### src/rtl/dm_trace_prefetch_issuer.sv
// dm_trace_prefetch_issuer: replays trace entries as prefetch commands, then marks each entry done.
// Optional statistics counters are enabled by defining DM_TRACE_PREFETCH_ISSUER_STATS_EN.
module dm_trace_prefetch_issuer #(
    parameter int DATA_ADDR_WIDTH = 16,
    parameter int DATA_DATA_WIDTH = 32,
    parameter int CANCEL_TIMEOUT  = 64,
    parameter int TRACE_ENTRIES   = 16,
    localparam int IW = $clog2(TRACE_ENTRIES)
) (
    input  logic                                       clk,
    input  logic                                       rst,
    input  logic                                       start,
    output logic                                       done,
    output logic                                       trace_req,
    output logic                                       cancel,
    input  logic [DATA_ADDR_WIDTH+DATA_DATA_WIDTH-1:0] trace_out,
    input  logic [IW-1:0]                              trace_index_i,
    input  logic                                       entry_valid,
    input  logic                                       cancelled,
    input  logic                                       processing_complete,
    output logic [IW-1:0]                              index_done,
    output logic                                       mark_done,
    output logic                                       processing_flag,
    output logic                                       mem_trace_flag,
    output logic [DATA_ADDR_WIDTH-1:0]                 mem_addr,
    input  logic                                       mark_done_valid,
    output logic                                       pf_valid,
    input  logic                                       pf_ready,
    output logic [DATA_ADDR_WIDTH-1:0]                 pf_addr,
    output logic [IW-1:0]                              pf_index,
    output logic [15:0]                                issued_count,
    output logic [15:0]                                cancel_count
);
    typedef enum logic [2:0] {IDLE, REARM, REQUEST, ISSUE, MARK, DONE} state_t;
    localparam logic [15:0] TMAX = 16'(CANCEL_TIMEOUT - 1);

    state_t state, nxt;
    logic [15:0] tcnt;
    logic [DATA_ADDR_WIDTH-1:0] lat_addr;
    logic [IW-1:0] lat_idx;
    logic unused_instr;
    logic take_entry, take_cancel, take_pf;

    assign unused_instr = ^trace_out[DATA_DATA_WIDTH-1:0];
    assign take_entry  = state == REQUEST && entry_valid && !processing_complete;
    assign take_cancel = state == REQUEST && cancelled && !entry_valid && !processing_complete;
    assign take_pf     = state == ISSUE && pf_ready;

    always_comb begin
        nxt = state;
        case (state)
            IDLE:    nxt = start ? REARM : IDLE;
            REARM:   nxt = REQUEST;
            REQUEST: nxt = processing_complete ? DONE : entry_valid ? ISSUE : cancelled ? REARM : REQUEST;
            ISSUE:   nxt = pf_ready ? MARK : ISSUE;
            MARK:    nxt = mark_done_valid ? REARM : MARK;
            DONE:    nxt = start ? REARM : DONE;
            default: nxt = IDLE;
        endcase
    end

    // The timeout counter parks at its terminal value so cancel stays high until REQUEST is left.
    always_ff @(posedge clk or posedge rst) begin
        if (rst) begin
            state    <= IDLE;
            tcnt     <= '0;
            lat_addr <= '0;
            lat_idx  <= '0;
        end else begin
            state <= nxt;
            if (state == REARM)
                tcnt <= '0;
            else if (state == REQUEST && tcnt != TMAX)
                tcnt <= tcnt + 16'd1;
            if (take_entry) begin
                lat_addr <= trace_out[DATA_ADDR_WIDTH+DATA_DATA_WIDTH-1:DATA_DATA_WIDTH];
                lat_idx  <= trace_index_i;
            end
        end
    end

    assign trace_req       = state == REQUEST;
    assign cancel          = trace_req && tcnt == TMAX;
    assign pf_valid        = state == ISSUE;
    assign mark_done       = state == MARK;
    assign processing_flag = mark_done;
    assign mem_trace_flag  = mark_done;
    assign done            = state == DONE;
    assign pf_addr         = lat_addr;
    assign pf_index        = lat_idx;
    assign mem_addr        = lat_addr;
    assign index_done      = lat_idx;

`ifdef DM_TRACE_PREFETCH_ISSUER_STATS_EN
    always_ff @(posedge clk or posedge rst) begin
        if (rst) begin
            issued_count <= '0;
            cancel_count <= '0;
        end else begin
            if (take_pf && issued_count != 16'hFFFF)
                issued_count <= issued_count + 16'd1;
            if (take_cancel && cancel_count != 16'hFFFF)
                cancel_count <= cancel_count + 16'd1;
        end
    end
`else
    logic unused_stats;
    assign unused_stats = take_pf ^ take_cancel;
    assign issued_count = '0;
    assign cancel_count = '0;
`endif
endmodule

### config.mk
export PLATFORM = sky130hd
export DESIGN_NAME = dm_trace_prefetch_issuer
export DESIGN_NICKNAME = d
export VERILOG_FILES = /design/src/rtl/dm_trace_prefetch_issuer.sv
export SDC_FILE = /design/constraint.sdc
export NUM_CORES = 1
export LEC_CHECK = 0
export CAP_MARGIN = 20
export CORE_AREA = 3 3 75 77
export CTS_CLUSTER_DIAMETER = 50
export DETAILED_ROUTE_END_ITERATION = 10
export DIE_AREA = 0 0 78 80
export DONT_BUFFER_PORTS = 1
export REMOVE_ABC_BUFFERS = 1
export SLEW_MARGIN = 0
export SYNTH_ARGS = -nofsm -noshare
export SYNTH_HDL_FRONTEND = slang
export SYNTH_SLANG_ARGS = --single-unit
export TNS_END_PERCENT = 50
### constraint.sdc
create_clock -name clk -period 2.3 [get_ports clk]
set_clock_uncertainty 0.15 [all_clocks]
set_input_delay 0 -clock clk [delete_from_list [all_inputs] [get_ports clk]]
set_output_delay 0 -clock clk [all_outputs]
set_load 0.01 [all_outputs]
==> metrics.md, run 1 <==
| Metric | Value |
|---|---|
| Run status | `completed` |
| Kind of critical path | `flop to flop` |
| DP Area | `2312 um2` |
| CP most frequent cell | `dlygate4sd3_1` |
| Antenna Violating Nets Remaining | `0` |
| Final #Nets | `307` |
| CP Cell Sequence | `buf_6 > mux2i_1 > dlygate4sd3_1 > nand2_1 > o21ai_0 > dlygate4sd3_1` |
| I/O Pins | `approximately 140` |
| Post-DP HPWL | `3142 um` |
| Antenna violations before repair | `0` |
| Crit path time final | `2.190 ns` |
| FF+latch area | `~980 um2` |
| Syn Std Cell Area | `2506 um2` |
| Worst-skew pair later-pin latency | `0.29 ns` |
| Diode count | `0` |
| Synth cell count leaders | `buf_4 (56), dfrtp_1 (39), mux2_4 (19)` |
| Leakage power | `approximately 0.0013 uW` |
| Setup TNS | `0 ns` |
| DRC | `0` |
| Synth Instances | `234` |
| Die area | `6240 um2` |
| PwrDens | `1064 nW/um2` |
| Top cells by area, synth | `dfrtp_1 (39%), buf_4 (17%), mux2_4 (11%)` |
| Number of flops mapped to enable cells by yosys | `0` |
| Largest net degree at the start of global routing | `40` |
| CTS tree | `done` |
| Critical Path AT | `2.27 ns` |
| Final Cycle Share | `0.9520` |
| WL/cell | `about 16 um` |
| Slew margin rel. | `0.6344` |
| CTS Sinks | `39` |
| Top-count cell post-synth | `buf_4` |
| Worst Max-Slew Pin Slew | `0.5464 ns` |
| Design area | `2729 um2` |
| Fillcell total | `440` |
| Bufs on Longest Clock Path | `2` |
| Syn Area/Cell | `10.71 um2` |
| Number of cell rows | `26` |
| Post-synthesis sequential area ratio | `0.3894` |
| Yosys reg bits | `39` |
| Ys flop type | `dfrtp_1` |
| Global-route wire length before repair | `8142 um` |
| Core area | `5075 um2` |
| Worst IR Drop VDD | `0.8870 mV` |
| DRT Pass-1 Iters | `4` |
| Final hold violations | `0` |
| Layout Area Growth over Synthesis | `8.887%` |
| Peak Freq | `456.7 MHz` |
| Max-slew violations | `0` |
| Vias in the first global route | `1653` |
| Multi-input gate area in the final layout | `between 1000 and 1500 um2` |
| Ys Warns | `0` |
| GRT Resource Usage Total | `0.1647` |
| Synth async-reset ratio | `1.000` |
| Port-buffer cells | `0` |
| Dominant cell type by area after synthesis | `dfrtp_1` |
| Post-synthesis cell type count | `between 40 and 50` |
| Worst setup SP type | `flop` |
| CP Capture Type | `flop` |
| CTS HTree Levels | `2` |
| Vias | `1677` |
| Slowest-stage cell, CP | `dlygate4sd3_1` |
| Post-CTS setup buffer count | `0` |
| Total grt overflow | `0` |
| Initial Util | `0.4938` |
| CP required | `2.38 ns` |
| MaxCap Viol Count | `0` |
| Fraction of layout cells with a size suffix above 1 | `0.1903` |
| Reg clk slew, reported paths | `about 0.08 ns` |
| Slowest stage delay, CP | `0.56 ns` |
| Die Wd | `78 um` |
| Vias per std cell | `~5.3` |
| Root Driver | `clkbuf_8` |
| Hold WC Path Type | `input port to flop` |
| Die extent in y | `80 um` |
| RSZ-0062 raised after global routing | `false` |
| CP max FO | `11` |
| RD Place Congestion | `0.8673` |
| Inserted Clock Buffers | `5` |
| 1st-iter DRT viols | `112` |
| Synth top area share | `0.3894` |
| Final wirelength | `5006 um` |
| Final setup viols | `0` |
| Smallest hold slack | `0.04689 ns` |
-- registers in the layout, indices dropped and copies added, names as in the netlist --
name / flops
index_done: 4
mem_addr: 16
state: 3
tcnt: 16
-- path summary, 6_finish.rpt --
path | start | endpoint | slack [ns] | cells after the start
hold / removal | entry_valid | state[1] | 0.05 | 2
setup reg to reg | state[0] | state[2] | 0.11 | 6
min in group asynchronous | rst | mem_addr[10] | 0.14 | 3
max in group asynchronous | rst | tcnt[2] | 1.51 | 3
setup / recovery | state[0] | state[2] | 0.11 | 6
hold reg to reg | tcnt[4] | tcnt[4] | 0.39 | 1
-- area by class of cell --
class / count / area share
Clock buffer: 6 / 0.02659
Sequential cell: 39 / 0.3576
Inverter: 3 / 0.004127
Tap cell: 70 / 0.03210
Timing Repair Buffer: 39 / 0.1343
Clock inverter: 2 / 0.02201
Multi-Input combinational cell: 158 / 0.4232
-- metal layers --
| layer | track usage | part of all wire |
|---|---|---|
| met1 | 0.2073 | 0.42 |
| met2 | 0.2877 | 0.51 |
| met3 | 0.03160 | 0.055 |
| met4 | 0.04720 | 0.014 |
| met5 | 0 | 0 |
-- kinds of logic after synthesis --
logic type,after synthesis,synth area share
compound gates,24,0.06990
xor+xnor,1,0.003495
fa+ha+maj,1,0.004992
buf+inv,68,0.1962
flops,39,0.3894
mux,28,0.1503
other cells,1,0.001496
simple gates,72,0.1842
-- through the flow --
stage | cells | setup WS [ns] | util | power, uW
after floorplan | 200 | 0.03882 | - | 1883
after global placement | 281 | 0.2771 | 0.4556 | 2133
after detailed placement | 281 | 0.2799 | 0.4556 | 2142
after CTS | 317 | 0.1115 | 0.5370 | 2901
after global routing | 317 | 0.02651 | 0.5377 | 3084
final | 317 | 0.1104 | 0.5377 | 2904
-- worst max-delay path, delay by kind of cell, from the launching register on --
family	cells	cell delay, ns
buffers and inverters	3	1.26
DFF	1	0.36
muxes	1	0.17
AOI/OAI and AO/OA	1	0.13
and+or+nand+nor	1	0.05
-- report_power, final --
group / total [uW] / leakage, uW / switching, uW / internal [uW]
registers: 1290 / 0.000503 / 390 / 900
logic: 933 / 0.000734 / 433 / 501
clock network: 680 / 0.0000654 / 246 / 434
total: 2900 / 0.00130 / 1070 / 1830
-- what timing repair did --
| action | CTS | global route |
|---|---|---|
| endpoints found under the hold margin | 62 | 0 |
| hold buffers | 28 | 0 |
| resized for setup | 0 | 1 |
| setup endpoints to repair | 0 | 1 |
-- cell usage in the layout, fill, tap and decap left out, drive strengths merged, types with 7 or more instances in the layout --
cell | Yosys | layout
and4 | 8 | 8
buf | 62 | 11
conb | 1 | 32
dfrtp | 39 | 39
dlygate4sd3 | 0 | 28
mux2 | 20 | 20
mux2i | 8 | 8
nand2 | 16 | 16
nand4 | 8 | 8
nor2 | 8 | 8
nor4 | 7 | 7
Power figures use the tool's default switching activity.
==> run 2, diff against run 1 <==
Settings changed: CORE_AREA 3 3 75 77 to 4 4 106 58, DIE_AREA 0 0 78 80 to 0 0 110 62, RECOVER_POWER from default to 100.
==> run 2 against run 1 <==
The run now ends with negative hold slack left. Flip-flop and latch count unchanged. Sequential power about the same. Critical path depth down 1. Setup slack better by 0.10 ns. Total power down 13%. Register-to-register slack better by 0.10 ns. Combinational power down 16%. Hold slack worse by 0.088 ns. Non-clock buffer count up 2.
==> metrics.md, run 2 (synthesized netlist as in run 1, its figures left out) <==
| Metric | Value |
|---|---|
| FF-to-FF Start | `state[0] (unchanged)` |
| Reg2reg end | `tcnt[15] (was state[2])` |
| CP max FO | `14 (was 11)` |
| Setup slack after layout | `0.2146 ns (was 0.1104 ns)` |
| Worst IR Drop VDD | `0.4910 mV (was 0.8870 mV)` |
| Core area | `5254 um2 (was 5075 um2)` |
| CTS HTree Levels | `2 (unchanged)` |
| Bufs on Longest Clock Path | `2 (unchanged)` |
| CP Capture Type | `flop (unchanged)` |
| GRT Resource Usage Total | `0.1524 (was 0.1647)` |
| Design area | `2596 um2 (was 2729 um2)` |
| 1st-iter DRT viols | `123 (was 112)` |
| Root Driver | `clkbuf_8 (unchanged)` |
| Inserted Clock Buffers | `5 (unchanged)` |
| Final setup viols | `0 (unchanged)` |
| Kind of critical path | `flop to flop (unchanged)` |
| CTS Sinks | `39 (unchanged)` |
| Final hold violations | `1 (was 0)` |
| Run status | `finished with violations (was completed)` |
| R2r worst-path depth | `5 (was 6)` |
| Number of cell rows | `19 (was 26)` |
| Hold path depth | `2 (unchanged)` |
| Worst Max-Slew Pin Slew | `0.9619 ns (was 0.5464 ns)` |
| Die Wd | `110 um (was 78 um)` |
| Reg clk slew, reported paths | `0.08 ns (about the same)` |
| Worst-skew pair later-pin latency | `0.29 ns (about the same)` |
| Failing checks | `negative hold slack` |
| Die extent in y | `62 um (was 80 um)` |
| Fillcell total | `502 (was 440)` |
| Final #Nets | `309 (was 307)` |
| CTS tree | `done (unchanged)` |
| FF+latch area | `975.9 um2 (unchanged)` |
| Fraction of layout cells with a size suffix above 1 | `0.1044 (was 0.1903)` |
| Multi-input gate area in the final layout | `1077 um2 (was 1155 um2)` |
| CP required | `2.36 ns (was 2.38 ns)` |
| Port-buffer cells | `0 (unchanged)` |
| Vias in the first global route | `1579 (was 1653)` |
| Post-layout util | `0.4942 (was 0.5377)` |
| WP buf/inv | `2 (was 3)` |
| RSZ-0062 raised after global routing | `false (unchanged)` |
| Die area | `6820 um2 (was 6240 um2)` |
| PwrDens | `968.8 nW/um2 (was 1064 nW/um2)` |
| DRC | `0 (unchanged)` |
| Vias per std cell | `5.102 (was 5.290)` |
| R2R Setup Slk | `0.21 ns (was 0.11 ns)` |
| Critical Path AT | `2.15 ns (was 2.27 ns)` |
| I/O Pins | `139 (unchanged)` |
| Hold Path End | `state[1] (unchanged)` |
| MaxCap Viol Count | `0 (unchanged)` |
| Peak Freq | `479.5 MHz (was 456.7 MHz)` |
| Post-DP HPWL | `3566 um (was 3142 um)` |
| Hold WC Path Type | `input port to flop (unchanged)` |
| Antenna Violating Nets Remaining | `0 (unchanged)` |
| Vias | `1643 (was 1677)` |
| Worst setup SP type | `flop (unchanged)` |
| Final Cycle Share | `0.9067 (was 0.9520)` |
| CP Cell Sequence | `clkbuf_4 > or3b_1 > buf_4 > nor2_1 > mux2i_1 (was buf_6 > mux2i_1 > dlygate4sd3_1 > nand2_1 > o21ai_0 > dlygate4sd3_1)` |
| Slowest-stage cell, CP | `nor2_1 (was dlygate4sd3_1)` |
| RD Place Congestion | `0.9480 (was 0.8673)` |
| Diode count | `0 (unchanged)` |
| Commonest non-fill, non-tap cell in the layout | `dfrtp_1 (unchanged)` |
| WL/cell | `15.75 um (was 15.79 um)` |
| Max-slew violations | `0 (unchanged)` |
| Dpl ws | `0.2811 ns (was 0.2799 ns)` |
| Largest net degree at the start of global routing | `40 (unchanged)` |
| Smallest hold slack | `-0.04068 ns (was 0.04689 ns)` |
| Setup TNS | `0 ns (unchanged)` |
| Total grt overflow | `0 (unchanged)` |
| Global-route wire length before repair | `7859 um (was 8142 um)` |
| Top Family by Delay on Critical Path | `simple AND/OR/NAND/NOR gates (was buffers and inverters)` |
| Slew margin rel. | `0.3587 (was 0.6344)` |
| DP Area | `2323 um2 (was 2312 um2)` |
| Hold path start | `entry_valid (unchanged)` |
| Layout Area Growth over Synthesis | `3.595% (was 8.887%)` |
| Most frequent cells in the layout | `dfrtp_1 (39), conb_1 (32), dlygate4sd3_1 (27) (was dfrtp_1 (39), conb_1 (32), dlygate4sd3_1 (28))` |
| DRT Pass-1 Iters | `4 (unchanged)` |
| Final wirelength | `5072 um (was 5006 um)` |
| Slowest stage delay, CP | `0.49 ns (was 0.56 ns)` |
| Leakage power | `0.001178 uW (was 0.001303 uW)` |
| Antenna violations before repair | `0 (unchanged)` |
| Crit path time final | `2.085 ns (was 2.190 ns)` |
| Initial Util | `0.4770 (was 0.4938)` |
==> run 2: cell count changes in the layout (fill, tap and decap cells not counted), moves of 2 or more <==
cell / before / now
buf_4: 10 / 7
bufinv_16: 2 / 0
clkbuf_2: 0 / 2
mux2_4: 19 / 0
clkbuf_1: 1 / 5
mux2_1: 1 / 20
==> run 2: cell type report <==
| class | instances | share of cell area |
|---|---|---|
| Multi-Input combinational cell | 158 | 0.4149 |
| Sequential cell | 39 | 0.3759 |
| Timing Repair Buffer | 41 | 0.1369 |
| Tap cell | 73 | 0.03518 |
| Clock buffer | 6 | 0.02795 |
| Clock inverter | 2 | 0.004819 |
| Inverter | 3 | 0.004337 |
==> run 2: how the worst max path moves through the flow <==
stage,start,to,slack [ns],depth (start not counted)
floorplan,state[0],mem_addr[2],0.04,4
global placement,state[0],mem_addr[2],0.32,4
detailed placement,tcnt[0],tcnt[11],0.28,5
CTS,state[0],state[2],0.07,6
global route,state[0],tcnt[15],0.08,5
finish,state[0],tcnt[15],0.21,5
==> run 2: per-stage QoR <==
step	hold WS (ns)	total power, uW	std cells
after floorplan	-0.01829	1883	200
after global placement	-0.1065	2131	285
after detailed placement	-0.1076	2148	285
after CTS	0.04551	2689	321
after global routing	-0.01715	2689	322
final	-0.04068	2515	322
==> run 2: repair_timing <==
item / in CTS / in global routing
gates resized for setup: 0 / 1
setup buffers: 0 / 2
endpoints found under the hold margin: 62 / 0
hold buffers: 28 / 0
endpoints found under the setup margin: 0 / 1
==> run 2: where the power goes <==
group / switching [uW] / internal, uW / total [uW] / leakage (uW)
Clock: 243 / 212 / 455 / 0.0000412
Combinational: 440 / 341 / 781 / 0.000634
Sequential: 379 / 900 / 1280 / 0.000503
==> run 2: per-layer routing <==
metal  routed length, um  up-vias  GRT usage
li1                    -      779          -
met1                2627      782     0.2325
met2                2004       78     0.1991
met3                 420        4    0.05573
met4                  20        0    0.03908
met5                   0        -          0
==> run 3, diff against run 2 <==
Clock period 2.3 ns to 2.7 ns, I/O delays scaled along.
==> run 3 against run 2 <==
The run still ends with negative hold slack left. First-iteration DRC count decreased by 36%. Core utilization decreased by 0.60 points. Highest routed layer unchanged. Design area decreased by 1.2%. Clock power increased by 8.4%. Register-to-register slack improved by 0.07 ns. Via count decreased by 2.3%. Flip-flop and latch count unchanged. Largest cell class unchanged. Total power decreased by 13%. Maximum frequency decreased by 14%. Die area unchanged. Routed wire length decreased by 1.8%.
==> metrics.md, run 3 (synthesized netlist as in run 1, its figures left out) <==
| Metric | Value |
|---|---|
| Kind of critical path | `flop to flop (unchanged)` |
| Met1 usage | `0.2439 (was 0.2325)` |
| Cts repair resizes | `0 (unchanged)` |
| R2R Setup Slk | `0.29 ns (was 0.21 ns)` |
| Port-buffer cells | `0 (unchanged)` |
| Slowest-stage cell, CP | `a21oi_1 (was nor2_1)` |
| Final Cycle Share | `0.8935 (was 0.9067)` |
| CP max FO | `10 (was 14)` |
| Final wirelength | `4980 um (was 5072 um)` |
| Root Driver | `clkbuf_8 (unchanged)` |
| Leakage power | `0.001160 uW (was 0.001178 uW)` |
| CP Capture Type | `flop (unchanged)` |
| Vias per std cell | `5.115 (was 5.102)` |
| Worst Max-Slew Pin Slew | `1.389 ns (was 0.9619 ns)` |
| CP required | `2.78 ns (was 2.36 ns)` |
| Slowest stage delay, CP | `0.60 ns (was 0.49 ns)` |
| RD Place Congestion | `0.9169 (was 0.9480)` |
| Layout Cells excl Fill | `314 (was 322)` |
| DP Cell Count | `278 (was 285)` |
| GRT Resource Usage Total | `0.1544 (was 0.1524)` |
| Total grt overflow | `0 (unchanged)` |
| Inserted Clock Buffers | `5 (unchanged)` |
| Reg clk slew, reported paths | `0.08 ns (about the same)` |
| Layout Area Growth over Synthesis | `2.346% (was 3.595%)` |
| Diode count | `0 (unchanged)` |
| Crit path launch | `tcnt[0] (was state[0])` |
| MaxCap Viol Count | `0 (unchanged)` |
| Die extent in y | `62 um (unchanged)` |
| Worst Setup EP | `tcnt[13] (was tcnt[15])` |
| PwrDens | `851.9 nW/um2 (was 968.8 nW/um2)` |
| Hold WC Path Type | `input port to flop (unchanged)` |
| Final #Nets | `301 (was 309)` |
| CP Cell Sequence | `ha_1 > nor4b_2 > nand4_1 > a21oi_1 > a221o_1 (was clkbuf_4 > or3b_1 > buf_4 > nor2_1 > mux2i_1)` |
| Met2 GRT Util | `0.1931 (was 0.1991)` |
| Gr busiest metal | `met1 (unchanged)` |
| Smallest hold slack | `-0.03428 ns (was -0.04068 ns)` |
| Number of cell rows | `19 (unchanged)` |
| Die area | `6820 um2 (unchanged)` |
| Slew margin rel. | `0.07392 (was 0.3587)` |
| Crit path time final | `2.412 ns (was 2.085 ns)` |
| FF-to-FF Start | `tcnt[0] (was state[0])` |
| Worst setup SP type | `flop (unchanged)` |
| Die Wd | `110 um (unchanged)` |
| Final setup viols | `0 (unchanged)` |
| I/O Pins | `139 (unchanged)` |
| Run status | `finished with violations (unchanged)` |
| RSZ-0062 raised after global routing | `false (unchanged)` |
| Largest net degree at the start of global routing | `26 (was 40)` |
| Core area | `5254 um2 (unchanged)` |
| DRT Pass-1 Iters | `4 (unchanged)` |
| Post-DP HPWL | `3559 um (was 3566 um)` |
| Cts hold-fix bufs | `28 (unchanged)` |
| Antenna Violating Nets Remaining | `0 (unchanged)` |
| CTS tree | `done (unchanged)` |
| DRC | `0 (unchanged)` |
| Final hold violations | `1 (unchanged)` |
| Worst IR Drop VDD | `0.4541 mV (was 0.4910 mV)` |
| Failing checks | `negative hold slack (unchanged)` |
| Global-route wire length before repair | `7886 um (was 7859 um)` |
| Fraction of layout cells with a size suffix above 1 | `0.07054 (was 0.1044)` |
| Commonest non-fill, non-tap cell in the layout | `dfrtp_1 (unchanged)` |
| Setup TNS | `0 ns (unchanged)` |
| Reg2reg end | `tcnt[13] (was tcnt[15])` |
| Met3 usage | `0.05470 (was 0.05573)` |
| Bufs on Longest Clock Path | `2 (unchanged)` |
| Max-slew violations | `0 (unchanged)` |
| WL/cell | `15.86 um (was 15.75 um)` |
| Peak Freq | `414.5 MHz (was 479.5 MHz)` |
| CTS HTree Levels | `2 (unchanged)` |
| Overall power | `2185 uW (was 2515 uW)` |
| Vias | `1606 (was 1643)` |
| Antenna violations before repair | `0 (unchanged)` |
| R2r worst-path depth | `5 (unchanged)` |
| Vias in the first global route | `1495 (was 1579)` |
| Most frequent cells in the layout | `dfrtp_1 (39), conb_1 (32), dlygate4sd3_1 (28) (was dfrtp_1 (39), conb_1 (32), dlygate4sd3_1 (27))` |
| CTS Sinks | `39 (unchanged)` |
| 1st-iter DRT viols | `79 (was 123)` |
| Initial Util | `0.4770 (unchanged)` |
| Post-CTS setup buffer count | `0 (unchanged)` |
| Critical Path AT | `2.49 ns (was 2.15 ns)` |
| Worst-skew pair later-pin latency | `0.29 ns (about the same)` |
run 3: stage by stage:
stage | area [um2] | worst slack [ns] | utilization
finish | 2565 | 0.2876 | 0.4882
global route | 2565 | 0.1364 | 0.4882
CTS | 2664 | 0.3581 | 0.5070
detailed placement | 2271 | 0.3554 | 0.4322
global placement | 2271 | 0.4057 | 0.4322
floorplan | 2142 | 0.4388 | -
run 3: routing by layer:
| layer | part of all wire | up-vias |
|---|---|---|
| met2 | 0.38 | 90 |
| met3 | 0.12 | 5 |
| met1 | 0.49 | 744 |
| li1 | - | 767 |
| met4 | 0.0054 | 0 |
| met5 | 0 | - |
run 3: power breakdown:
| part | internal, uW | switching (uW) |
|---|---|---|
| logic | 254 | 304 |
| clock network | 275 | 218 |
| registers | 766 | 368 |
run 3: worst min path at each step:
stage                     cells past startpoint          end  slack, ns          start
after floorplan                               1  mem_addr[2]      -0.02  trace_out[34]
after global placement                        1  mem_addr[2]      -0.17            rst
after CTS                                     2     state[1]       0.05    entry_valid
final                                         2     state[1]      -0.03    entry_valid
after detailed placement                      1  mem_addr[2]      -0.17            rst
after global routing                          2     state[1]       0.03    entry_valid
run 3: critical path, delay by kind of cell (launching register included):
family / cells / cell delay, ns
simple gates: 2 / 0.72
compound gates: 2 / 0.84
flops: 1 / 0.44
fa+ha+maj: 1 / 0.21
run 3: layout make-up:
class | instances | area, um2
Clock buffer | 5 | 68.82
Clock inverter | 3 | 43.79
Fill cell | 500 | 2689
Inverter | 3 | 11.26
Multi-Input combinational cell | 158 | 1067
Sequential cell | 39 | 975.9
Tap cell | 73 | 91.34
Timing Repair Buffer | 33 | 306.5
